File: config.mk
export PLATFORM = sky130hd
export DESIGN_NAME = filt_conv_sequencer
export DESIGN_NICKNAME = d
export VERILOG_FILES = /design/src/rtl/filt_pkg.sv /design/src/rtl/filt_mac.sv /design/src/rtl/filt_conv_sequencer.sv
export SDC_FILE = /design/constraint.sdc
export NUM_CORES = 1
export LEC_CHECK = 0
export CORE_ASPECT_RATIO = 1.4
export CORE_MARGIN = 2
export CORE_UTILIZATION = 30
export CTS_CLUSTER_SIZE = 8
export DETAILED_ROUTE_END_ITERATION = 16
export HOLD_SLACK_MARGIN = 0.1
export SLEW_MARGIN = 20
export SYNTH_ARGS = -nofsm -noshare
export SYNTH_HDL_FRONTEND = slang
export SYNTH_HIERARCHICAL = 1
export SYNTH_SLANG_ARGS = --single-unit
File: constraint.sdc
create_clock -name clk -period 9.2 [get_ports clk]
set_input_delay 1.84 -clock clk [delete_from_list [all_inputs] [get_ports clk]]
set_output_delay 1.84 -clock clk [all_outputs]
set_load 0.01 [all_outputs]
File: src/rtl/filt_pkg.sv
// Shared types and constants for the conversion sequencer.
// State encoding, accumulator sizing and saturation bounds.
package filt_pkg;

  typedef enum logic [3:0] {
    IDLE,
    READY,
    START,
    WAIT,
    MAC0,
    MAC1,
    MAC2,
    SCALE,
    EMIT
  } state_t;

  localparam int ACC_W   = 18;
  localparam int SHIFT_W = 4;
  localparam int SAT_MAX = 127;
  localparam int SAT_MIN = -128;

endpackage

File: src/rtl/filt_mac.sv
// Shared 8x8 signed multiplier with 18-bit accumulator,
// followed by arithmetic shift and saturation to 8 bits.
module filt_mac
  import filt_pkg::*;
(
  input  logic                     clk,
  input  logic                     rst_n,
  input  logic                     clr,
  input  logic                     acc_en,
  input  logic                     sat_en,
  input  logic signed [7:0]        coef,
  input  logic signed [7:0]        sample,
  input  logic [SHIFT_W-1:0]       shift,
  output logic signed [7:0]        res
);

  localparam logic signed [ACC_W-1:0] HI = ACC_W'(SAT_MAX);
  localparam logic signed [ACC_W-1:0] LO = ACC_W'(SAT_MIN);

  logic signed [15:0]      prod;
  logic signed [ACC_W-1:0] ext;
  logic signed [ACC_W-1:0] acc;
  logic signed [ACC_W-1:0] shifted;

  assign prod    = coef * sample;
  assign ext     = {{(ACC_W-16){prod[15]}}, prod};
  assign shifted = acc >>> shift;

  always_ff @(posedge clk or negedge rst_n) begin
    if (!rst_n) begin
      acc <= '0;
      res <= '0;
    end else begin
      if (clr)
        acc <= ext;
      else if (acc_en)
        acc <= acc + ext;
      if (sat_en) begin
        if (shifted > HI)
          res <= HI[7:0];
        else if (shifted < LO)
          res <= LO[7:0];
        else
          res <= shifted[7:0];
      end
    end
  end

endmodule

File: src/rtl/filt_conv_sequencer.sv
// ADC conversion sequencer: paces starts, captures samples,
// runs a 3-tap FIR on a shared MAC and decimates the output.
module filt_conv_sequencer
  import filt_pkg::*;
#(
  parameter int SAMPLE_DIV  = 16,
  parameter int ADC_TIMEOUT = 8
) (
  input  logic       clk,
  input  logic       rst_n,
  input  logic       conv_en,
  input  logic [7:0] coef0,
  input  logic [7:0] coef1,
  input  logic [7:0] coef2,
  input  logic [7:0] coef_div,
  input  logic [1:0] decimation_ratio,
  output logic       adc_start,
  input  logic       adc_done,
  input  logic [7:0] adc_data,
  output logic [7:0] out_data,
  output logic       out_valid,
  output logic       busy,
  output logic       overrun,
  output logic       timeout
);

  state_t              state;
  logic                en_q;
  logic [7:0]          scnt;
  logic [7:0]          tcnt;
  logic [2:0]          dcnt;
  logic [2:0]          n_m1;
  logic signed [7:0]   x0, x1, x2;
  logic signed [7:0]   c0, c1, c2;
  logic [SHIFT_W-1:0]  shift;
  logic signed [7:0]   op_c, op_s;
  logic signed [7:0]   res;
  logic                tick;
  logic                rise;
  logic                unused_div;

  assign unused_div = ^coef_div[7:4];
  assign tick = (state != IDLE) && (scnt == 8'(SAMPLE_DIV - 1));
  assign rise = conv_en && !en_q;
  assign busy = (state != IDLE) && (state != READY);

  always_comb begin
    op_c = c0;
    op_s = x0;
    if (state == MAC1) begin
      op_c = c1;
      op_s = x1;
    end else if (state == MAC2) begin
      op_c = c2;
      op_s = x2;
    end
  end

  filt_mac u_mac (
    .clk    (clk),
    .rst_n  (rst_n),
    .clr    (state == MAC0),
    .acc_en (state == MAC1 || state == MAC2),
    .sat_en (state == SCALE),
    .coef   (op_c),
    .sample (op_s),
    .shift  (shift),
    .res    (res)
  );

  always_ff @(posedge clk or negedge rst_n) begin
    if (!rst_n) begin
      state     <= IDLE;
      en_q      <= 1'b0;
      scnt      <= '0;
      tcnt      <= '0;
      dcnt      <= '0;
      n_m1      <= '0;
      x0        <= '0;
      x1        <= '0;
      x2        <= '0;
      c0        <= '0;
      c1        <= '0;
      c2        <= '0;
      shift     <= '0;
      adc_start <= 1'b0;
      out_valid <= 1'b0;
      out_data  <= '0;
      overrun   <= 1'b0;
      timeout   <= 1'b0;
    end else begin
      en_q      <= conv_en;
      adc_start <= 1'b0;
      out_valid <= 1'b0;
      if (state != IDLE)
        scnt <= tick ? 8'd0 : scnt + 8'd1;
      // a tick outside READY is dropped but remembered
      if (conv_en && tick && state != READY)
        overrun <= 1'b1;
      if (!conv_en) begin
        state <= IDLE;
      end else begin
        unique case (state)
          IDLE: if (rise) begin
            state   <= READY;
            x0      <= '0;
            x1      <= '0;
            x2      <= '0;
            overrun <= 1'b0;
            timeout <= 1'b0;
            scnt    <= '0;
            dcnt    <= '0;
            n_m1    <= 3'((4'd1 << decimation_ratio) - 4'd1);
          end
          READY: if (tick) begin
            state     <= START;
            adc_start <= 1'b1;
          end
          START: begin
            c0    <= coef0;
            c1    <= coef1;
            c2    <= coef2;
            shift <= coef_div[SHIFT_W-1:0];
            tcnt  <= '0;
            state <= WAIT;
          end
          WAIT: begin
            if (adc_done) begin
              x2    <= x1;
              x1    <= x0;
              x0    <= adc_data;
              state <= MAC0;
            end else if (tcnt == 8'(ADC_TIMEOUT - 1)) begin
              timeout <= 1'b1;
              state   <= READY;
            end else begin
              tcnt <= tcnt + 8'd1;
            end
          end
          MAC0:  state <= MAC1;
          MAC1:  state <= MAC2;
          MAC2:  state <= SCALE;
          SCALE: state <= EMIT;
          EMIT: begin
            if (dcnt == n_m1) begin
              out_data  <= res;
              out_valid <= 1'b1;
              dcnt      <= '0;
            end else begin
              dcnt <= dcnt + 3'd1;
            end
            state <= READY;
          end
          default: state <= IDLE;
        endcase
      end
    end
  end

endmodule
==> impl_metrics.toml, run 1 <==
[logic_synthesis]
synth.avg_cell_area_um2 = 9.18
ys.flop_type = "dfrtp_1"
synth-edff-count = 0
synth_warnings = 6
ys_async_sr_fraction = 1.00
synth.ff_latch_count = 117
syn_area_um2 = 9430
yosysSeqAreaShare = 0.310
yosysUniqueCellTypes = 72
syn_inst = 1028
synth_nets = 1179

[critical_path]
required_ps = 9500
worst-r2r-cell-count = 28
endpoint_kind = "flop"
path_common_cell = "ha_1"
worstSetupStartpointType = "flop"
slowest_delay_ps = 790
critPathMaxFanout = 16
critical_path_arrival_ps = 8870
slowest_stage = "o21ai_0"
critical_path_class = "flop to flop"

[power]
net-switching-power_w = 0.000987
p_per_area_nw_per_um2 = 231
leakagePower_nw = 4.96
cellInternalPower_w = 0.00155
p_sw_frac = 0.389
combPwrFrac = 0.427
p_clk_frac = 0.266
seq_power_share = 0.307
ir_worst_vdd_mv = 0.135

[timing]
worst_slew_pin_slew_ps = 1110
min_period_over_period = 0.932
max_slew_margin = 0.259
fmax_mhz = 117
setup_viol = 0
rsz0062_at_grt = "false"
layout_min_cycle_time_ps = 8580
drv_slew = 0
finalHoldViolCount = 0
finalClockSkew_ps = 12.8
setup-tns-final_ps = 0

[floorplanning]
core-area_um2 = 30900
die_w_um = 154
num_io_pins = 59
initial_core_util = 0.305
fp-row-count = 76
die_area_um2 = 32900
die_h_um = 214

[final_layout]
utilization = 0.356
layout_commonest_cell = "nand2_1"
areaGrowthSynthToFinish_pct = 16.5
drive_gt1_frac = 0.0977
antenna_cells = 0
mostFrequentLayoutCells = "nand2_1 (130), dfrtp_1 (117), inv_1 (110)"
fin_nets = 1225

[drt]
wl_per_cell_um = 13.5
routed.top_layer = "met4"
drc = 0
wl_mm = 19.9
met2_length_mm = 10.4
firstDrtPassIters = 4
vias = 7066
wl_met3_um = 459
drt_iter0_drc = 242
wirelength_met1_mm = 8.83
viasPerCell = 4.79
drtAntennaViolNets = 0

[placed_design]
io_buffers = 54
hpwlAfterDp_mm = 15.2
place.gp.congestion = 0.852

[clock_tree]
cts_made_buffers = 17
h-tree-depth = 4
clk_pin_slew_ps = 60
cts-root-buf = "clkbuf_16"
clk_latency_ps = 420
clock_sinks = 117
cts_max_path_buffers = 2
cts_tree = "built"

[grt]
grt_pass1_wl_mm = 35.0
grt_max_degree = 64
grtUsageTotal = 0.130
grt_overflow = 0
antenna_found_initial = 0
first_global_vias = 7396

[min_path]
worstHoldPathCells = 2
hold_class = "flop to flop"

[run_status]
status = "complete, no violations"

[flow_run]
maxCapViolations = 0
## cell families after synthesis
family | count (synthesis) | share of synthesized area
AOI/OAI and AO/OA | 189 | 0.120
xor gates and xnor gates | 39 | 0.0362
adders and majority gates | 105 | 0.184
buffers and inverters | 151 | 0.0637
DFF | 117 | 0.310
muxes | 93 | 0.113
and+or+nand+nor | 334 | 0.173
## synth_stat cells (3+ instances only)
library cell | number | area [µm²]
or3_1 | 8 | 50.1
nand3_1 | 20 | 100
xor2_1 | 14 | 123
clkbuf_1 | 23 | 86.3
xnor2_1 | 25 | 219
fa_1 | 56 | 1120
nor2_1 | 56 | 210
o21ai_0 | 78 | 390
mux4_2 | 3 | 67.6
and3_1 | 9 | 56.3
nand2_1 | 130 | 488
buf_2 | 12 | 60.1
a211oi_1 | 8 | 60.1
a21oi_1 | 40 | 200
nor3_1 | 15 | 75.1
and2_1 | 51 | 319
a21o_1 | 8 | 60.1
nand4_1 | 6 | 37.5
o21bai_1 | 4 | 30.0
inv_1 | 110 | 413
dfrtp_1 | 117 | 2930
and4_1 | 6 | 52.6
a31oi_1 | 10 | 62.6
nor4_1 | 4 | 25.0
mux2i_1 | 41 | 410
nor2b_1 | 3 | 18.8
o22ai_1 | 7 | 43.8
o21a_1 | 4 | 30.0
o21ai_1 | 4 | 20.0
ha_1 | 49 | 613
nand2b_1 | 6 | 37.5
mux2_2 | 45 | 507
## timing repair
action / in CTS / in global routing
hold buffers: 0 / 0
buffers inserted: 0 / 0
resized for setup: 0 / 3
endpoints found under the setup margin: 0 / 1
## area by class of cell
cell class | count | area [µm²]
fill | 3126 | 19900
multi-input combinational | 760 | 5940
sequential | 117 | 2930
timing repair buffer | 67 | 636
tap | 390 | 488
clock buffer | 18 | 429
inverter | 111 | 417
clock inverter | 12 | 158
## path summary, 6_finish.rpt
path / startpoint / to / slack, ps
min reg2reg: x2[4]$_DFFE_PN0P_ / x2[4]$_DFFE_PN0P_ / 480
min: x2[4]$_DFFE_PN0P_ / x2[4]$_DFFE_PN0P_ / 480
max: state[2]$_DFFE_PN0P_ / u_mac/acc[17]$_DFFE_PN0P_ / 620
max reg2reg: state[2]$_DFFE_PN0P_ / u_mac/acc[17]$_DFFE_PN0P_ / 620
min in group asynchronous: rst_n / out_valid$_DFF_PN0_ / 1490
max in group asynchronous: rst_n / c0[2]$_DFFE_PN0P_ / 6400
## critical path, delay by kind of cell (launching register included)
family | cells | cell delay [ps]
compound gates | 10 | 3480
xor+xnor | 1 | 200
buf+inv | 3 | 400
mux | 1 | 110
fa+ha+maj | 7 | 2560
flops | 1 | 570
simple gates | 6 | 1130
## per-layer routing
| layer | track usage | vias to the layer above |
|---|---|---|
| met4 | 0.0396 | 0 |
| met1 | 0.152 | 3407 |
| met5 | 0 | - |
| li1 | - | 3559 |
| met2 | 0.242 | 86 |
| met3 | 0.0220 | 14 |
## power by group through the flow
| stage | logic (W) | registers [W] | clock network, W |
|---|---|---|---|
| 6_report | 0.00108 | 0.000779 | 0.000675 |
| 5_1_grt | 0.00123 | 0.000807 | 0.000718 |
| 4_1_cts | 0.00109 | 0.000781 | 0.000692 |
| 3_5_place_dp | 0.00108 | 0.000791 | 0 |
| 3_3_place_gp | 0.00107 | 0.000785 | 0 |
| 2_1_floorplan | 0.000914 | 0.000705 | 0 |
## flip-flops by register name, indices dropped and copies added (netlist names), 3 cells and up
name	count
u_mac/acc	18
c1	8
dcnt	3
x1	8
state	4
x0	8
c2	8
x2	8
n_m1	3
tcnt	8
out_data	8
c0	8
shift	4
u_mac/res	8
scnt	8
## metrics by stage
stage                     power (W)  std cells  hold slack (ps)  setup WS (ps)  area, µm²
after detailed placement    0.00188       1445              471            749      10400
after global placement      0.00185       1445              462            733      10400
after global routing        0.00276       1475              509           31.1      11000
final                       0.00254       1475              480            623      11000
after floorplan             0.00162       1028              450           1780       9430
after CTS                   0.00257       1475              485            700      11000
No activity file was read; power rests on OpenSTA's default activity.
==> run 2: changes to the inputs <==
SETUP_SLACK_MARGIN = 0.3   (was unset)
==> impl_metrics.toml, run 2 (synthesis gave the netlist of run 1 again) <==
[power]
p_sw_frac = 0.389
ir_worst_vdd_mv = 0.135
p_per_area_nw_per_um2 = 231
combPwrFrac = 0.427
p_clk_frac = 0.266
p_total_w = 0.00254
leakagePower_nw = 4.97
cellInternalPower_w = 0.00155
seq_power_share = 0.307
net-switching-power_w = 0.000988

[timing]
layout_min_cycle_time_ps = 8240
setup_viol = 0
max_slew_margin = 0.263
finalHoldViolCount = 0
min_period_over_period = 0.896
rsz0062_at_grt = "false"
setup-tns-final_ps = 0
fmax_mhz = 121
drv_slew = 0
worst_slew_pin_slew_ps = 1110
finalClockSkew_ps = 15.8

[critical_path]
rrSetupSlack_ps = 960
slowest_stage = "a2111oi_1"
critPathTopFamily = "adder cells"
reg2reg_to = "u_mac/acc[17]$_DFFE_PN0P_"
worstSetupStartpointType = "flop"
required_ps = 9500
endpoint_kind = "flop"
worst-r2r-cell-count = 28
critical_path_class = "flop to flop"
r2r-start = "state[2]$_DFFE_PN0P_"
critical_path_arrival_ps = 8540
slowest_delay_ps = 610
crit_buf_inv = 5
critPathMaxFanout = 16

[final_layout]
top_register = "u_mac/acc"
regArea_um2 = 2930
utilization = 0.356
antenna_cells = 0
mostFrequentLayoutCells = "nand2_1 (130), dfrtp_1 (117), inv_1 (110)"
multi_input_area_um2 = 5940
areaGrowthSynthToFinish_pct = 16.5
fin_nets = 1225
drive_gt1_frac = 0.0977
largest_register_ffs = 18
fill_cells = 3124
layout_commonest_cell = "nand2_1"

[drt]
drtAntennaViolNets = 0
viasPerCell = 4.78
drt_iter0_drc = 231
drc = 0
wl_mm = 19.9
wl_per_cell_um = 13.5
firstDrtPassIters = 4
vias = 7055

[clock_tree]
cts_tree = "built"
clk_latency_ps = 420
cts-root-buf = "clkbuf_16"
cts-hold-fix-buffers = 0
clk_pin_slew_ps = 60
cts_max_path_buffers = 2
h-tree-depth = 4
clock_sinks = 117
cts_made_buffers = 17

[floorplanning]
core-area_um2 = 30900
fp-row-count = 76
initial_core_util = 0.305
die_area_um2 = 32900
die_w_um = 154
die_h_um = 214
num_io_pins = 59

[grt]
grtUsageTotal = 0.130
grt_max_degree = 64
antenna_found_initial = 0
grt_pass1_wl_mm = 35.0
grt_overflow = 0
first_global_vias = 7396

[min_path]
min_from = "x2[4]$_DFFE_PN0P_"
worstHoldPathCells = 2
hold_class = "flop to flop"
whs_endpoint = "x2[4]$_DFFE_PN0P_"

[placed_design]
place.gp.congestion = 0.852
io_buffers = 54
hpwlAfterDp_mm = 15.2

[run_status]
status = "complete, no violations"

[flow_run]
maxCapViolations = 0
## run 2: changes by cell type in the layout (fill, tap and decap cells not counted)
cell / previous run / this run
o21ai_0: 76 / 68
o21ai_1: 6 / 14
a2111oi_0: 2 / 0
a2111oi_1: 0 / 2
## run 2: routing by layer
| metal | up-vias | share of wire | GRT usage |
|---|---|---|---|
| li1 | 3565 | - | - |
| met1 | 3394 | 0.45 | 0.152 |
| met2 | 82 | 0.52 | 0.242 |
| met3 | 14 | 0.020 | 0.0220 |
| met4 | 0 | 0.0098 | 0.0396 |
| met5 | - | 0 | 0 |
## run 2: worst reg2reg max path, delay by kind of cell, from the launching register on
kind / cells / cell delay [ps]
DFF: 1 / 570
muxes: 1 / 390
and+or+nand+nor: 6 / 1160
adders and majority gates: 6 / 2670
AOI/OAI and AO/OA: 9 / 2610
xor gates and xnor gates: 1 / 190
buffers and inverters: 5 / 500
## run 2: repair_timing
item | in CTS | in global routing
resized for setup | 0 | 13
hold endpoints to repair | 0 | 0
buffers inserted | 0 | 0
setup endpoints to repair | 0 | 1
## run 2: stage by stage
stage | hold slack, ps | area (µm²) | instances | setup slack, ps
6_report | 480 | 11000 | 1475 | 959
5_1_grt | 509 | 11000 | 1475 | 325
3_3_place_gp | 462 | 10400 | 1445 | 733
4_1_cts | 485 | 11000 | 1475 | 700
2_1_floorplan | 450 | 9430 | 1028 | 1780
3_5_place_dp | 471 | 10400 | 1445 | 749
## run 2: power by group through the flow
stage,logic [W],clock network (W),registers [W]
CTS,0.00109,0.000692,0.000781
detailed placement,0.00108,0,0.000791
floorplan,0.000914,0,0.000705
finish,0.00108,0.000674,0.000779
global route,0.00123,0.000718,0.000807
global placement,0.00107,0,0.000785
## run 2: worst max path at each step
| stage | start | endpoint | cells past startpoint |
|---|---|---|---|
| final | state[2]$_DFFE_PN0P_ | u_mac/acc[17]$_DFFE_PN0P_ | 28 |
| after global routing | state[2]$_DFFE_PN0P_ | u_mac/acc[17]$_DFFE_PN0P_ | 28 |
| after CTS | state[2]$_DFFE_PN0P_ | u_mac/acc[17]$_DFFE_PN0P_ | 28 |
| after detailed placement | state[2]$_DFFE_PN0P_ | u_mac/acc[17]$_DFFE_PN0P_ | 28 |
| after global placement | state[2]$_DFFE_PN0P_ | u_mac/acc[17]$_DFFE_PN0P_ | 28 |
| after floorplan | state[3]$_DFFE_PN0P_ | u_mac/acc[17]$_DFFE_PN0P_ | 28 |
## run 2: final cells by class
cell class,instances,share of cell area
clock buffer,18,0.0390
timing repair buffer,67,0.0578
inverter,111,0.0379
multi-input combinational,760,0.540
tap,390,0.0444
sequential,117,0.266
clock inverter,12,0.0143
